===== config.mk =====
export PLATFORM = sky130hd
export DESIGN_NAME = banco_registradores
export DESIGN_NICKNAME = d
export VERILOG_FILES = /design/src/rtl/banco_registradores.sv
export SDC_FILE = /design/constraint.sdc
export NUM_CORES = 2
export LEC_CHECK = 0
export ABC_AREA = 1
export CAP_MARGIN = 10
export CELL_PAD_IN_SITES_DETAIL_PLACEMENT = 1
export CELL_PAD_IN_SITES_GLOBAL_PLACEMENT = 2
export CORE_ASPECT_RATIO = 0.6
export CORE_MARGIN = 10
export CORE_UTILIZATION = 39
export CTS_BUF_LIST = sky130_fd_sc_hd__clkbuf_16
export DETAILED_ROUTE_END_ITERATION = 8
export GPL_ROUTABILITY_DRIVEN = 0
export PLACE_DENSITY_LB_ADDON = 0.1
export SYNTH_ARGS = -nofsm -noshare
export SYNTH_HDL_FRONTEND = slang
export SYNTH_SLANG_ARGS = --single-unit

===== constraint.sdc =====
create_clock -name clock -period 79.3 [get_ports clock]
set_input_delay 23.79 -clock clock [delete_from_list [all_inputs] [get_ports clock]]
set_output_delay 23.79 -clock clock [all_outputs]
set_load 0.01 [all_outputs]

===== src/rtl/banco_registradores.sv =====
// MIPS register file: 32 x LARGURA registers, one write port, two registered read ports
// with same-edge write-to-read bypass and a 16-bit committed-write counter for debug.
module banco_registradores #(
    parameter int LARGURA = 32,
    parameter int NUM_REG = 32
) (
    input  logic               clock,
    input  logic               reset,
    input  logic               EscreveRegControl,
    input  logic [4:0]         EscreveReg,
    input  logic [LARGURA-1:0] DadoEscrita,
    input  logic [4:0]         LeReg1,
    input  logic [4:0]         LeReg2,
    output logic [LARGURA-1:0] Dado1,
    output logic [LARGURA-1:0] Dado2,
    output logic [15:0]        ContEscritas
);

    logic [LARGURA-1:0] regs [NUM_REG];
    logic               write_ok;
    logic [LARGURA-1:0] next_dado1;
    logic [LARGURA-1:0] next_dado2;

    // r0 is hardwired to zero, so writes to it never commit or count.
    assign write_ok = EscreveRegControl && (EscreveReg != 5'd0);

    always_comb begin
        next_dado1 = regs[LeReg1];
        next_dado2 = regs[LeReg2];
        if (LeReg1 == 5'd0) begin
            next_dado1 = '0;
        end else if (EscreveRegControl && (EscreveReg == LeReg1)) begin
            next_dado1 = DadoEscrita;
        end
        if (LeReg2 == 5'd0) begin
            next_dado2 = '0;
        end else if (EscreveRegControl && (EscreveReg == LeReg2)) begin
            next_dado2 = DadoEscrita;
        end
    end

    always_ff @(posedge clock or posedge reset) begin
        if (reset) begin
            for (int i = 0; i < NUM_REG; i++) begin
                regs[i] <= '0;
            end
            ContEscritas <= 16'd0;
        end else if (write_ok) begin
            regs[EscreveReg] <= DadoEscrita;
            ContEscritas     <= ContEscritas + 16'd1;
        end
    end

    always_ff @(posedge clock or posedge reset) begin
        if (reset) begin
            Dado1 <= '0;
            Dado2 <= '0;
        end else begin
            Dado1 <= next_dado1;
            Dado2 <= next_dado2;
        end
    end

endmodule


==> results.cfg <==
[finish]
layout-drive-gt1-share_pct = 4.44
layout.nets = 8327
nFillCells = 19395
multiInputGateArea_um2 = 27700
syn2layout_area_growth_pct = 9.22
stdcell_area_um2 = 66500
seqCellArea_um2 = 27600

[logic_synthesis]
yosysMostFrequentCell = nand2_1
ys_seq_elements = 1104
ys_top_cells_by_area = dfrtp_1 (45%), nand2_1 (17%), o21ai_0 (11%)
synth_nets = 8718
synth_cells = 8667
postSynthAreaPerCell_um2 = 7.02
synth_top_cell_by_area = dfrtp_1
yosys-top-cells-count = nand2_1 (2679), o21ai_0 (1335), dfrtp_1 (1104), nand3_1 (1065), inv_1 (724)
synth_top_flop_cell = dfrtp_1
synth-edff-count = 0
synth_top_area_share_pct = 45.4
ys_seq_area_share_pct = 45.4
yosysWarnings = 0
ys_async_sr_fraction_pct = 100
yosysUniqueCellTypes = 33
netlist_area_um2 = 60900

[timing]
finalSetupViolCount = 0
worstMarginPinSlew_ps = 1220
slew_violations = 0
tns_ps = 0
fin_crit_ps = 27510
hold_violations = 0
postLayoutSetupSlackWorst_ps = 51790
rsz0062_at_grt = no
period_share_pct = 34.7
fmax_ghz = 0.0363
fin_skew_ps = 24.6
maxSlewHeadroom_pct = 18.9

[setup_path]
crit_chain = clkdlybuf4s50_1, inv_8, buf_4, buf_12, buf_4, buf_4
worstPathArrival_ps = 28300
cpPeakStageDelay_ps = 800
cpMostUsedCell = buf_4
cp_top_family = buffers and inverters
cp_max_fo = 155
cp_num_buf_inv = 6
required_ps = 80080
ff2ff_path_depth = 7
critPathKind = in -> async
r2r_slack_ps = 77640
cp-start-kind = input pin
cp-end-kind = async pin
crit_slowest_cell = buf_4
r2r_end = ContEscritas[12]
timing.rr.start = ContEscritas[0]

[routing]
vias = 60131
routedWlPerCell_um = 26.5
finalWirelength_um = 276000
vias_per_cell = 5.77
drc = 0
first_pass_iters = 6
postRouteAntennaNets = 0
drt_iter0_drc = 6272

[pwr]
combinationalPowerShare_pct = 21.0
power_density_nw_per_um2 = 24.5
total_power_w = 0.00163
power_switching_share_pct = 34.0
seq_power_share_pct = 45.7
clockPowerShare_pct = 33.3
p_int_w = 0.00108
vdd_ir_drop_max_mv = 0.0182
p_sw_w = 0.000554
p_leak_nw = 31.7

[hold_path]
hold_end = regs[1013]
hold_class = reg -> reg
hold_depth = 0
hp-start = regs[1013]

[clock_network]
tritoncts = yes
cts_root_buffer = clkbuf_16
postCtsSetupBuffers = 0
numClockSinks = 1104
htreeDepth = 3
cts_resized = 0
cts_hold_buf = 0
clock_path_buffers = 3
path_clk_slew_ps = 60
clk_latency_ps = 780
numCtsBuffers = 118

[global_routing]
grt_pass1_vias = 60482
grt-ovfl-total = 0
grt_pass1_wl_um = 413000
grt_start_max_net_pins = 185
gr-usage-all-layers_pct = 31.2
antenna_found_initial = 7

[status]
run_status = finished clean

[placement]
io_buffers = 129
dpl_cell_area_um2 = 62900
hpwl_um = 147000
place_ws_ps = 50870

[floorplan]
rows = 112
ios = 130
dieArea_um2 = 173000
core_area_um2 = 155000
initial_utilization_pct = 39.2
die_h_um = 326
die_w_um = 530

[job]
max-cap-violations = 0
-- stage by stage --
step	hold WS [ps]	std cells	utilization, %
2_1_floorplan	429	8667	-
3_3_place_gp	365	10208	40.5
3_5_place_dp	367	10208	40.5
4_1_cts	381	10424	42.8
5_1_grt	383	10425	42.8
6_report	376	10429	42.8
-- final cells by class --
class / count / area share [%]
Multi-Input combinational cell: 6087 / 41.7
Sequential cell: 1104 / 41.6
Clock buffer: 121 / 4.55
Inverter: 733 / 4.21
Tap cell: 2052 / 3.86
Timing Repair Buffer: 232 / 3.29
Clock inverter: 95 / 0.819
Antenna cell: 5 / 0.0188
-- worst register-to-register path: stages (launching register included) --
cell and delay, ps:
dfrtp_1 410, ha_1 220, nand2_1 100, nor3_1 210, nand2_1 130, nor2_1 210, nand3_1 110, xor2_1 150
-- state kept, by name, indices dropped and copies added (netlist names) --
register	flops
Dado2	32
regs	1024
ContEscritas	16
Dado1	32
-- power groups by stage --
stage | sequential [W] | combinational [W] | clock (W)
after floorplan | 0.000734 | 0.000234 | 0
after global placement | 0.000748 | 0.000327 | 0
after detailed placement | 0.000752 | 0.000340 | 0
after CTS | 0.000743 | 0.000342 | 0.000551
after global routing | 0.000758 | 0.000392 | 0.000573
final | 0.000746 | 0.000342 | 0.000543
-- placed cells by master (no fill, tap or decap), types with 2 or more instances in the layout --
cell type / netlist / final
nor2_4: 1 / 8
nand3_1: 1065 / 1059
nand3_4: 3 / 9
clkinv_1: 2 / 34
buf_12: 0 / 9
o22ai_1: 4 / 4
xor2_1: 10 / 10
o21ai_0: 1335 / 1335
nor3_1: 6 / 6
xnor2_1: 8 / 8
nand2_4: 0 / 18
inv_6: 0 / 6
inv_4: 1 / 2
nor4_4: 2 / 2
buf_4: 2 / 99
clkinvlp_4: 0 / 3
or2_2: 46 / 46
nor3_2: 4 / 4
a21oi_1: 317 / 317
nand2_1: 2679 / 2664
nor2_1: 356 / 352
clkinv_2: 0 / 20
inv_1: 724 / 749
buf_8: 0 / 4
inv_8: 0 / 4
nand2_2: 5 / 2
nand4_1: 7 / 7
diode_2: 0 / 5
o211ai_1: 212 / 212
clkbuf_16: 0 / 121
inv_2: 6 / 5
clkdlybuf4s50_1: 0 / 119
nor2_2: 6 / 3
bufinv_16: 0 / 5
dfrtp_1: 1104 / 1104
o21ai_1: 18 / 18
-- kinds of logic after synthesis --
family | synth area share [%]
DFF | 45.4
buffers and inverters | 9.48
AOI/OAI and AO/OA | 16.4
xor gates and xnor gates | 0.259
adders and majority gates | 0.0206
and+or+nand+nor | 28.5
-- worst max path at each step --
stage / depth (start not counted) / slack [ps] / startpoint / end
final: 6 / 51790 / reset / regs[498]
after global routing: 6 / 51280 / reset / regs[498]
after CTS: 6 / 51680 / reset / regs[86]
after detailed placement: 6 / 50870 / reset / regs[438]
after global placement: 6 / 50930 / reset / regs[470]
after floorplan: 1 / 24430 / reset / ContEscritas[0]
-- per-layer routing --
metal | share of wire (%) | wire [um] | up-vias | global-route usage, %
met3 | 6.6 | 18200 | 418 | 4.29
li1 | - | - | 27215 | -
met2 | 44 | 121000 | 2156 | 48.7
met5 | 0 | 0 | - | 0
met4 | 2.9 | 7920 | 0 | 8.27
met1 | 47 | 129000 | 30342 | 45.4
(Power assumes the default switching activity.)
